==> config.mk <==
export PLATFORM = sky130hd
export DESIGN_NAME = fifo_wr_arbiter
export DESIGN_NICKNAME = d
export VERILOG_FILES = /design/src/rtl/fifo_wr_arbiter.sv
export SDC_FILE = /design/constraint.sdc
export NUM_CORES = 1
export LEC_CHECK = 0
export ABC_AREA = 1
export ABC_CLOCK_PERIOD_IN_PS = 1650
export CAP_MARGIN = 5
export CELL_PAD_IN_SITES_DETAIL_PLACEMENT = 0
export CELL_PAD_IN_SITES_GLOBAL_PLACEMENT = 1
export CORE_MARGIN = 3
export CORE_UTILIZATION = 26
export CTS_CLUSTER_SIZE = 10
export DETAILED_ROUTE_END_ITERATION = 16
export PLACE_DENSITY = 0.89
export SYNTH_ARGS = -nofsm -noshare
export SYNTH_HDL_FRONTEND = slang
export SYNTH_SLANG_ARGS = --single-unit
export TNS_END_PERCENT = 100
==> constraint.sdc <==
create_clock -name wclk -period 1.65 [get_ports wclk]
set_clock_uncertainty 0.2 [all_clocks]
set_input_delay 0.165 -clock wclk [delete_from_list [all_inputs] [get_ports wclk]]
set_output_delay 0.165 -clock wclk [all_outputs]
set_load 0.05 [all_outputs]
==> src/rtl/fifo_wr_arbiter.sv <==
// fifo_wr_arbiter: round-robin arbiter sharing one FIFO write port between
// NREQ valid/ready/last requesters. A grant is held for a whole packet so
// packets stay contiguous in the FIFO. A beat-count watchdog releases runaway
// packets and pulses len_err.
module fifo_wr_arbiter #(
  parameter int NREQ   = 4,
  parameter int DW     = 8,
  parameter int MAXLEN = 16,
  parameter int IDW    = $clog2(NREQ)
) (
  input  logic               wclk,
  input  logic               wrst_n,
  input  logic [NREQ-1:0]    req_valid,
  input  logic [NREQ*DW-1:0] req_data,
  input  logic [NREQ-1:0]    req_last,
  output logic [NREQ-1:0]    req_ready,
  input  logic               wfull,
  output logic               winc,
  output logic [DW-1:0]      wdata,
  output logic [IDW-1:0]     grant_id,
  output logic               busy,
  output logic               len_err
);

  localparam int BCW = $clog2(MAXLEN + 1);
  localparam logic [BCW-1:0] BEAT_LAST = BCW'(MAXLEN - 1);
  localparam logic [IDW-1:0] ID_MAX    = IDW'(NREQ - 1);

  typedef enum logic [0:0] {
    ST_IDLE  = 1'b0,
    ST_GRANT = 1'b1
  } state_t;

  state_t           state_r, state_nxt_s;
  logic [IDW-1:0]   grant_id_r, grant_nxt_s;
  logic [IDW-1:0]   rr_ptr_r, rr_nxt_s;
  logic [BCW-1:0]   beat_cnt_r, beat_nxt_s;
  logic             len_err_r, len_err_nxt_s;

  logic             pick_valid_s;
  logic [IDW-1:0]   pick_id_s;
  logic [IDW-1:0]   cand_s;
  logic [IDW-1:0]   next_id_s;
  logic             winc_s;
  logic [NREQ-1:0]  ready_s;

  // Round-robin pick: scan from rr_ptr upward; the reverse loop lets the
  // candidate closest to rr_ptr overwrite the others.
  always_comb begin
    pick_valid_s = 1'b0;
    pick_id_s    = '0;
    cand_s       = '0;
    for (int k = NREQ - 1; k >= 0; k--) begin
      cand_s = IDW'((int'(rr_ptr_r) + k) % NREQ);
      if (req_valid[cand_s]) begin
        pick_valid_s = 1'b1;
        pick_id_s    = cand_s;
      end else begin
        pick_valid_s = pick_valid_s;
        pick_id_s    = pick_id_s;
      end
    end
  end

  // Successor of the current grant, wrapping modulo NREQ (any NREQ).
  always_comb begin
    if (grant_id_r == ID_MAX) begin
      next_id_s = '0;
    end else begin
      next_id_s = grant_id_r + IDW'(1);
    end
  end

  // Output decode from registered state; wfull gates the transfer directly.
  always_comb begin
    ready_s = '0;
    if ((state_r == ST_GRANT) && !wfull) begin
      ready_s[grant_id_r] = 1'b1;
    end else begin
      ready_s = '0;
    end
    winc_s = (state_r == ST_GRANT) & req_valid[grant_id_r] & ~wfull;
  end

  // Next-state logic: arbitration in IDLE, packet tracking and watchdog in GRANT.
  always_comb begin
    state_nxt_s   = state_r;
    grant_nxt_s   = grant_id_r;
    rr_nxt_s      = rr_ptr_r;
    beat_nxt_s    = beat_cnt_r;
    len_err_nxt_s = 1'b0;
    case (state_r)
      ST_IDLE: begin
        beat_nxt_s = '0;
        if (pick_valid_s) begin
          state_nxt_s = ST_GRANT;
          grant_nxt_s = pick_id_s;
        end else begin
          state_nxt_s = ST_IDLE;
        end
      end
      ST_GRANT: begin
        if (winc_s) begin
          if (req_last[grant_id_r]) begin
            state_nxt_s = ST_IDLE;
            rr_nxt_s    = next_id_s;
            beat_nxt_s  = '0;
          end else if (beat_cnt_r == BEAT_LAST) begin
            // Runaway packet: release; remaining beats become a new packet.
            state_nxt_s   = ST_IDLE;
            rr_nxt_s      = next_id_s;
            beat_nxt_s    = '0;
            len_err_nxt_s = 1'b1;
          end else begin
            beat_nxt_s = beat_cnt_r + BCW'(1);
          end
        end else begin
          // Stalled by wfull or by the granted requester dropping valid.
          beat_nxt_s = beat_cnt_r;
        end
      end
      default: begin
        state_nxt_s = ST_IDLE;
        beat_nxt_s  = '0;
      end
    endcase
  end

  // State and bookkeeping registers with asynchronous active-low reset.
  always_ff @(posedge wclk or negedge wrst_n) begin
    if (!wrst_n) begin
      state_r    <= ST_IDLE;
      grant_id_r <= '0;
      rr_ptr_r   <= '0;
      beat_cnt_r <= '0;
      len_err_r  <= 1'b0;
    end else begin
      state_r    <= state_nxt_s;
      grant_id_r <= grant_nxt_s;
      rr_ptr_r   <= rr_nxt_s;
      beat_cnt_r <= beat_nxt_s;
      len_err_r  <= len_err_nxt_s;
    end
  end

  assign req_ready = ready_s;
  assign winc      = winc_s;
  assign wdata     = req_data[int'(grant_id_r) * DW +: DW];
  assign grant_id  = grant_id_r;
  assign busy      = (state_r == ST_GRANT);
  assign len_err   = len_err_r;

endmodule

; After elaboration in Yosys (flattened, before gate mapping)
; Index checks and enable logic that the tools add are counted.
[word_totals]
elab_cells = 69
reg_bits = 11
out_inout_bits = 17
[op_classes]
muxes = 39
magnitude_cmp = 6
n_bitwise = 4
eq_ne = 3
reduce_logical = 6
shifts = 1
add_sub_neg = 5
[ops]
columns = operator, n
row1 = indexed part select 32 x 6 -> 8 bit, 1
row2 = two-way mux 1 bit, 19
row3 = "less-than comparator 2 x 3 -> 1 bit, second input constant", 5
row4 = two-way mux 5 bit, 3
row5 = two-way mux 2 bit, 7
row6 = binary-select mux 1 bit (select 2 bit), 6
row7 = one-hot mux 5 bit (2 select lines), 1
row8 = "adder 5 x 1 -> 5 bit, second input constant", 1
row9 = "== test 5 x 4 -> 1 bit, second input constant", 1
row10 = "adder 2 x 1 -> 2 bit, second input constant", 2
row11 = "adder 2 bit, second input constant", 2
row12 = two-way mux 4 bit, 1
row13 = AND reduction 3 bit, 1
row14 = bitwise AND 1 bit, 2
row15 = demux 1 bit (select 2 bit), 1
row16 = "== test 2 bit, second input constant", 1
row17 = ">= comparator 2 x 1 -> 1 bit, second input constant", 1
row18 = logical AND 1 bit, 2
row19 = "!= test 2 bit, second input constant", 1
row20 = NOT 1 bit, 2
row21 = one-hot mux 1 bit (2 select lines), 1
row22 = AND reduction 2 bit, 1
row23 = nonzero test 2 bit, 1
row24 = logical NOT 1 bit, 1

; Longest topological paths before layout
; Gate-level depths: netlist (run 1).
[depth]
word_depth = 9
ltp_mapped = 12

; Least setup slack after synthesis (run 1)
; No wires, ideal clock.
[synth_path]
kind = flip-flop to output port
from = register grant_id_r[0], in the netlist grant_id[0]
to = output port wdata[0]
path_buffers = 3
arrival_time_ns = 2.000
path_slack_ns = -0.715
path_stages_with_launch = 6
cell_sequence = dfrtp_1 -> buf_6 -> buf_6 -> buf_2 -> o21ai_0 -> o22ai_1
[synth_via]
elab_chain_len = 1
[synth_lines]
columns = item, line_no
row1 = start: declaration, 35  ; logic [IDW-1:0] grant_id_r, grant_nxt_s;
row2 = start signal: assignment, 139  ; grant_id_r <= grant_nxt_s;
row3 = indexed part select 32 x 6 -> 8 bit, 148  ; assign wdata = req_data[int'(grant_id_r) * DW +: DW];
row4 = end: declaration, 19  ; output logic [DW-1:0] wdata,
; Every way passes these cells.

; Worst setup path in the final report (run 1)
[layout_path]
from = register grant_id_r[0], in the netlist grant_id[0]
to = output port req_ready[0]
[layout_via]
elab_chain_len = 5
elab_cells_between_ends = 6
classes_between = order compare (2) / mux (3) / reduce/logical (1)
[layout_lines]
columns = item, line_no
row1 = less-than comparator 2 x 3 -> 1 bit (not written as such) or >= comparator 2 x 1 -> 1 bit (tied branches), 78  ; ready_s[grant_id_r] = 1'b1;
row2 = logical AND 1 bit (not written as such), 78
row3 = two-way mux 1 bit (not written as such), 78
row4 = demux 1 bit (select 2 bit) (*), 78
row5 = two-way mux 4 bit (*), 77  ; if ((state_r == ST_GRANT) && !wfull) begin
row6 = end: declaration, 16  ; output logic [NREQ-1:0] req_ready,
; Every way passes the cells marked *; elsewhere a longest branch is shown, timed or not.

==> metrics.md, run 1 <==
| Metric | Value |
|---|---|
| Number of global-route vias before repair | about 1500 |
| Crit path max-delay family | buffers and inverters |
| Synth Area in Adders | 0.05482 |
| Share of cells above drive strength 1 | 0.4769 |
| Design area | around 0.0026 sq mm |
| Post-Synthesis Cells | 180 |
| Largest family of logic cells by synthesized area | simple AND/OR/NAND/NOR gates |
| Synth cell types | 26 |
| Average size of a mapped cell | 6.339 sq um |
| Worst slew margin | 0.6611 |
| Synth Area in Compound Gates | 0.1908 |
| Hold_buf cts | 0 |
| Final Hold Fails | 0 |
| Startpoint class of the critical path | flop |
| Sink Count | 11 |
| PortBufs | 59 |
| DIE HEIGHT | 72.25 um |
| Slowest stage cell on the critical path | dfrtp_2 |
| Min-delay worst type | input pin to async pin |
| CP arrival | 1400 ps |
| FMAX | between 0.5 and 0.6 GHz |
| Initial antenna violation count | 0 |
| Most common cell on crit path | buf_12 |
| Failing checks | negative setup slack |
| DRT Wirelength | between 4000 and 5000 um |
| Mux cell area share after synthesis | 0 |
| Synth Area in XOR/XNOR | 0 |
| Least-Margin Pin Slew | just over 500 ps |
| Setup WS post-layout | -111.9 ps |
| Post-Syn Nets | between 200 and 250 |
| Core box area | about 0.0041 sq mm |
| Die ar. | about 0.0052 sq mm |
| CTS tree | yes |
| Simple-gate portion of the synthesized area | 0.4013 |
| CTS Root Cell | clkbuf_8 |
| CP max stage delay | ~420 ps |
| Status | finished with violations |
| Crit-path cells | buf_12 -> inv_8 -> ha_1 -> inv_1 -> nor2_4 -> buf_12 |
| First-pass GRT wire length | 6837 um |
| Wire per inst | about 14 um |
| Routability Congestion | 0.8398 |
| Power per cell area | ~2100 mW/mm^2 |
| Yosys warns | 0 |
| Register Area | roughly 280 sq um |
| Fin crit period | roughly 1800 ps |
| Initial Util | 0.2773 |
| Number of buffers created by CTS | 3 |
| Overflow left after global routing | 0 |
| RSZ-0062 raised after global routing | true |
| Row count | 23 |
| Cell Area, Synth | approximately 0.0011 sq mm |
| Layout fillers | 326 |
| IO Pins | 60 |
| Placed cell areas | roughly 0.0022 sq mm |
| Largest net degree at the start of global routing | 21 |
| Drt via density | ~4.9 |
| Leak | about 1.1 nW |
| Tcrit/Tclk final | 1.068 |
| Nets | roughly 300 |
| Via total after detailed routing | 1519 |
| CTS Buffer Depth | 2 |
| TritonRoute pass-1 iters | 4 |
| Placed Cells | between 200 and 300 |
| Synthesis-to-finish area growth | 130.7% |
| Depth of the CTS H-tree | 1 |
| Peak VDD IR | 882.3 uV |
| Crit path buffers/inverters | 4 |
| Max Slew Vio Count | 0 |
| Sequential area share after synthesis | 0.2412 |
| Crit. End Element | output pin |
| Crit Path Category | flop to output pin |
| First DRT Iteration DRCs | 46 |
| Drc violations | 0 |
| Non-filler cells, final | 310 |
| Clk_lat worst skew | approximately 240 ps |
| Die Wd | 72.25 um |
| Detailed Place HPWL | between 2000 and 3000 um |
| Post-DRT Antenna Nets | 0 |
| Finish-stage setup viols | 16 |
| Maximum Capacitance Violations | 0 |
| Hold Worst Slack | 61.68 ps |
| Clock Pin Slew Worst Setup and Hold Paths | about 50 ps |
| Synth Register Bits | 11 |
| Multi-input gate area | around 0.0011 sq mm |
| Crit path max fanout | 20 |
| # diodes | 0 |
| GR Util All Layers | 0.1628 |
| Req. time, crit path | ~1300 ps |
state kept, by name (all words and copies together), names as in the netlist:
| register | count |
|---|---|
| beat_cnt_r | 5 |
| grant_id | 2 |
| len_err | 1 |
| rr_ptr_r | 2 |
| busy | 1 |
cell usage after synthesis, drive strengths merged:
master / instances / area share
nand2: 56 / 0.23
nor2: 30 / 0.11
o21ai: 23 / 0.10
inv: 20 / 0.070
dfrtp: 11 / 0.24
nand3: 10 / 0.044
o22ai: 8 / 0.044
a21oi: 6 / 0.030
buf: 5 / 0.038
ha: 5 / 0.055
a22oi: 1 / 0.0066
and2: 1 / 0.0077
clkbuf: 1 / 0.0033
nand3b: 1 / 0.0066
nand4: 1 / 0.0055
o211ai: 1 / 0.0066
cell type report:
class / count / share of cell area
repair buffers: 82 / 0.3826
multi-input cells: 143 / 0.4268
inverters: 20 / 0.04183
well taps: 50 / 0.02376
flip-flops and latches: 11 / 0.1079
clock buffers: 4 / 0.01711
path summary, 6_finish.rpt:
path | startpoint | end | slack [ps] | cells after the start
max reg2reg | grant_id[0] | beat_cnt_r[2] | -30 | 9
min | wrst_n | len_err | 60 | 1
min reg2reg | beat_cnt_r[4] | beat_cnt_r[4] | 320 | 2
min in group wclk | beat_cnt_r[4] | beat_cnt_r[4] | 320 | 2
max in group asynchronous | wrst_n | grant_id[1] | 810 | 1
max | grant_id[0] | req_ready[0] | -110 | 6
report_power, final:
part / internal [W] / total (W) / switching, W
logic: 0.00216 / 0.00472 / 0.00256
clock network: 0.000170 / 0.000281 / 0.000110
registers: 0.000376 / 0.000513 / 0.000137
total: 0.00271 / 0.00551 / 0.00281
through the flow:
stage | util | setup WS, ps | setup TNS (ps) | power [W]
floorplan | - | -72.96 | -608.2 | 0.002947
global placement | 0.5248 | -89.64 | -568.5 | 0.004218
detailed placement | 0.5248 | -135.4 | -886.1 | 0.004248
CTS | 0.6105 | -99.36 | -1127 | 0.005190
global route | 0.6397 | -195.9 | -2584 | 0.005822
finish | 0.6397 | -111.9 | -1257 | 0.005512
what timing repair did:
item,4_1_cts,5_1_grt
setup endpoints to repair,15,24
setup buffers,11,3
gates resized for setup,53,28
pin swaps,14,11
gates cloned,1,0
placed cells by master, fill, tap and decap left out, drive strengths merged:
master / count
nand2: 56
clkdlybuf4s50: 42
buf: 40
nor2: 30
o21ai: 23
inv: 19
dfrtp: 11
nand3: 10
o22ai: 8
a21oi: 6
ha: 5
clkbuf: 4
o211ai: 1
clkinv: 1
and2: 1
nand3b: 1
nand4: 1
a22oi: 1
cell families (layout without fill, tap and decap cells):
group                    Yosys count  count (layout)
adder cells (fa/ha/maj)            5               5
AND/OR/NAND/NOR                   99              99
buffers and inverters             26             106
AO/OA/AOI/OAI                     39              39
flip-flops                        11              11
worst reg2reg max path, delay by kind of cell (launching register included):
family,cells,cell delay [ps]
simple gates,4,350
flops,1,420
compound gates,3,310
buf+inv,2,330
routing by layer:
metal	wire, um	GRT usage	vias up	share of wire
met3	320	0.01801	5	0.073
met1	1714	0.1998	704	0.39
met2	2293	0.3013	62	0.52
met5	0	0	-	0
met4	40	0.03758	0	0.0092
li1	-	-	748	-
No activity file was read; power rests on OpenSTA's default activity.
==> inputs of run 2 (changes only) <==
--- a/config.mk
+++ b/config.mk
@@ -6,15 +6,14 @@
 export NUM_CORES = 1
 export LEC_CHECK = 0
 export ABC_AREA = 1
-export ABC_CLOCK_PERIOD_IN_PS = 1650
-export CAP_MARGIN = 5
+export ABC_CLOCK_PERIOD_IN_PS = 2090
 export CELL_PAD_IN_SITES_DETAIL_PLACEMENT = 0
 export CELL_PAD_IN_SITES_GLOBAL_PLACEMENT = 1
 export CORE_MARGIN = 3
-export CORE_UTILIZATION = 26
+export CORE_UTILIZATION = 28
 export CTS_CLUSTER_SIZE = 10
 export DETAILED_ROUTE_END_ITERATION = 16
-export PLACE_DENSITY = 0.89
+export PLACE_DENSITY = 0.94
 export SYNTH_ARGS = -nofsm -noshare
 export SYNTH_HDL_FRONTEND = slang
 export SYNTH_SLANG_ARGS = --single-unit
==> constraint.sdc (replaced) <==
create_clock -name wclk -period 2.09 [get_ports wclk]
set_clock_uncertainty 0.2 [all_clocks]
set_input_delay 0.209 -clock wclk [delete_from_list [all_inputs] [get_ports wclk]]
set_output_delay 0.209 -clock wclk [all_outputs]
set_load 0.05 [all_outputs]
==> run 2 against run 1 <==
Compared with the run above: the run now ends clean; highest routed layer unchanged; critical endpoint is now req_ready[2]; critical path depth fell by 1; die area decreased by 6.6%; first-iteration DRC count increased by 6.5%; largest power group unchanged; hold slack improved by 57 ps; sequential power down 19%; cell count is 7.4% lower.
==> metrics.md, run 2 (same netlist as run 1, synthesis figures left out) <==
| Metric | Value |
|---|---|
| DIE HEIGHT | 69.84 um |
| Sequential power share | 0.148 |
| Maximum Capacitance Violations | 0 |
| Peak VDD IR | 659.8 uV |
| Min-delay worst type | input pin to async pin |
| Status | complete, no violations |
| Net switching power figure | about 0.0016 W |
| GR Util All Layers | 0.1386 |
| Crit path max fanout | 20 |
| Final core utilization | 0.4974 |
| Routability Congestion | 0.8131 |
| TritonRoute pass-1 iters | 4 |
| Sw Share | 0.5811 |
| Leak | between 0.8 and 0.9 nW |
| Most common cell after layout, fill and taps aside | clkdlybuf4s50_1 |
| Overflow left after global routing | 0 |
| Max FFs per register | 5 |
| First DRT Iteration DRCs | between 40 and 50 |
| Crit Path Category | flop to output pin |
| PortBufs | slightly below 60 |
| CTS tree | yes |
| Tcrit/Tclk final | 0.9355 |
| Clock Pin Slew Worst Setup and Hold Paths | 50 ps |
| Finish-stage setup viols | 0 |
| Depth of the CTS H-tree | 1 |
| Wire per inst | ~12 um |
| Die ar. | a little under 0.005 sq mm |
| # diodes | 0 |
| Clk_lat worst skew | around 240 ps |
| First-pass GRT wire length | around 5700 um |
| Design area | roughly 0.0019 sq mm |
| Row count | 22 |
| Max Slew Vio Count | 0 |
| Crit. End Element | output pin |
| DRT Wirelength | 3303 um |
| Most frequent cells in the layout | clkdlybuf4s50_1, nand2_1, nor2_1 |
| Number of buffers created by CTS | 3 |
| IO Pins | 60 |
| Worst slew margin | 0.6402 |
| Sink Count | 11 |
| Least-Margin Pin Slew | ~540 ps |
| Power per cell area | around 1500 mW/mm^2 |
| Placed Cells | around 280 |
| Hold Worst Slack | 118.9 ps |
| Non-filler cells, final | between 200 and 300 |
| Clock network fraction of design power | 0.077 |
| Nets | about 290 |
| Largest net degree at the start of global routing | 22 |
| Via total after detailed routing | approximately 1300 |
| Power Internal | roughly 0.0012 W |
| Initial antenna violation count | 0 |
| Fin crit period | a little under 2000 ps |
| CTS Buffer Depth | 2 |
| FMAX | about 0.5 GHz |
| Share of cells above drive strength 1 | 0.2510 |
| Drc violations | 0 |
| Synthesis-to-finish area growth | 65.57% |
| Tot Pwr | 0.002810 W |
| Final Hold Fails | 0 |
| Reg with most FFs | beat_cnt_r |
| Combinational Power Share | 0.774 |
| Initial Util | 0.3004 |
| Die Wd | 69.84 um |
| Layout fillers | ~410 |
| Req. time, crit path | between 1500 and 2000 ps |
| CTS Root Cell | clkbuf_8 |
| Placed cell areas | between 0.0015 and 0.002 sq mm |
| Startpoint class of the critical path | flop |
| CP arrival | around 1600 ps |
| Core box area | about 0.0038 sq mm |
| RSZ-0062 raised after global routing | false |
| Drt via density | about 4.6 |
| Post-DRT Antenna Nets | 0 |
| Detailed Place HPWL | roughly 2600 um |
| Post-CTS Setup Bufs | 0 |
| Number of global-route vias before repair | roughly 1400 |
-- run 2: changes by cell type in the layout (fill, tap and decap cells not counted), moves of 4 or more --
cell     change
o21ai_0     +18
buf_12      -16
nor2_1      +10
nor2_4      -10
o21ai_1     -10
nand2_1      +9
o21ai_4      -8
o22ai_2      +8
o22ai_4      -8
inv_1        +6
nand2_4      -6
dfrtp_1      +4
-- run 2: through the flow --
stage	setup slack, ps	setup TNS [ps]
2_1_floorplan	-44.69	-44.69
3_3_place_gp	260.4	0
3_5_place_dp	249.4	0
4_1_cts	10.82	0
5_1_grt	23.77	0
6_report	134.8	0
-- run 2: power by group through the flow --
stage	registers, W	clock network (W)	logic (W)
2_1_floorplan	0.000449	0	0.00158
3_3_place_gp	0.000422	0	0.00218
3_5_place_dp	0.000420	0	0.00220
4_1_cts	0.000417	0.000229	0.00221
5_1_grt	0.000436	0.000240	0.00237
6_report	0.000417	0.000217	0.00218
-- run 2: what timing repair did --
action,4_1_cts,5_1_grt
setup endpoints to repair,0,12
resized for setup,0,1
hold buffers,0,0
-- run 2: routing by layer --
layer | wire, um | global-route usage
met1 | 1421 | 0.1547
met2 | 1637 | 0.2529
met3 | 214 | 0.03478
met4 | 29 | 0.04681
met5 | 0 | 0
-- run 2: final timing paths --
kind | start | slack, ps | cells past startpoint | end
max | grant_id[0] | 130 | 5 | req_ready[2]
min | wrst_n | 120 | 1 | grant_id[1]
max reg2reg | grant_id[0] | 390 | 8 | rr_ptr_r[1]
min reg2reg | beat_cnt_r[4] | 300 | 2 | beat_cnt_r[4]
max in group asynchronous | wrst_n | 1180 | 1 | grant_id[0]
min in group wclk | beat_cnt_r[4] | 300 | 2 | beat_cnt_r[4]
-- run 2: worst max-delay path, stage by stage, from the launching register on --
cell	delay, ps
dfrtp_2	480
inv_2	270
ha_1	200
inv_1	60
nor2_4	90
buf_4	200
-- run 2: cell type report --
cell class	instances	area (sq um)	area share
Clock buffer	3	41.29	0.02185
Multi-Input combinational cell	143	808.3	0.4278
Tap cell	48	60.06	0.03179
Clock inverter	1	5.005	0.002649
Sequential cell	11	276.5	0.1464
Inverter	20	80.08	0.04238
Timing Repair Buffer	61	618.1	0.3272
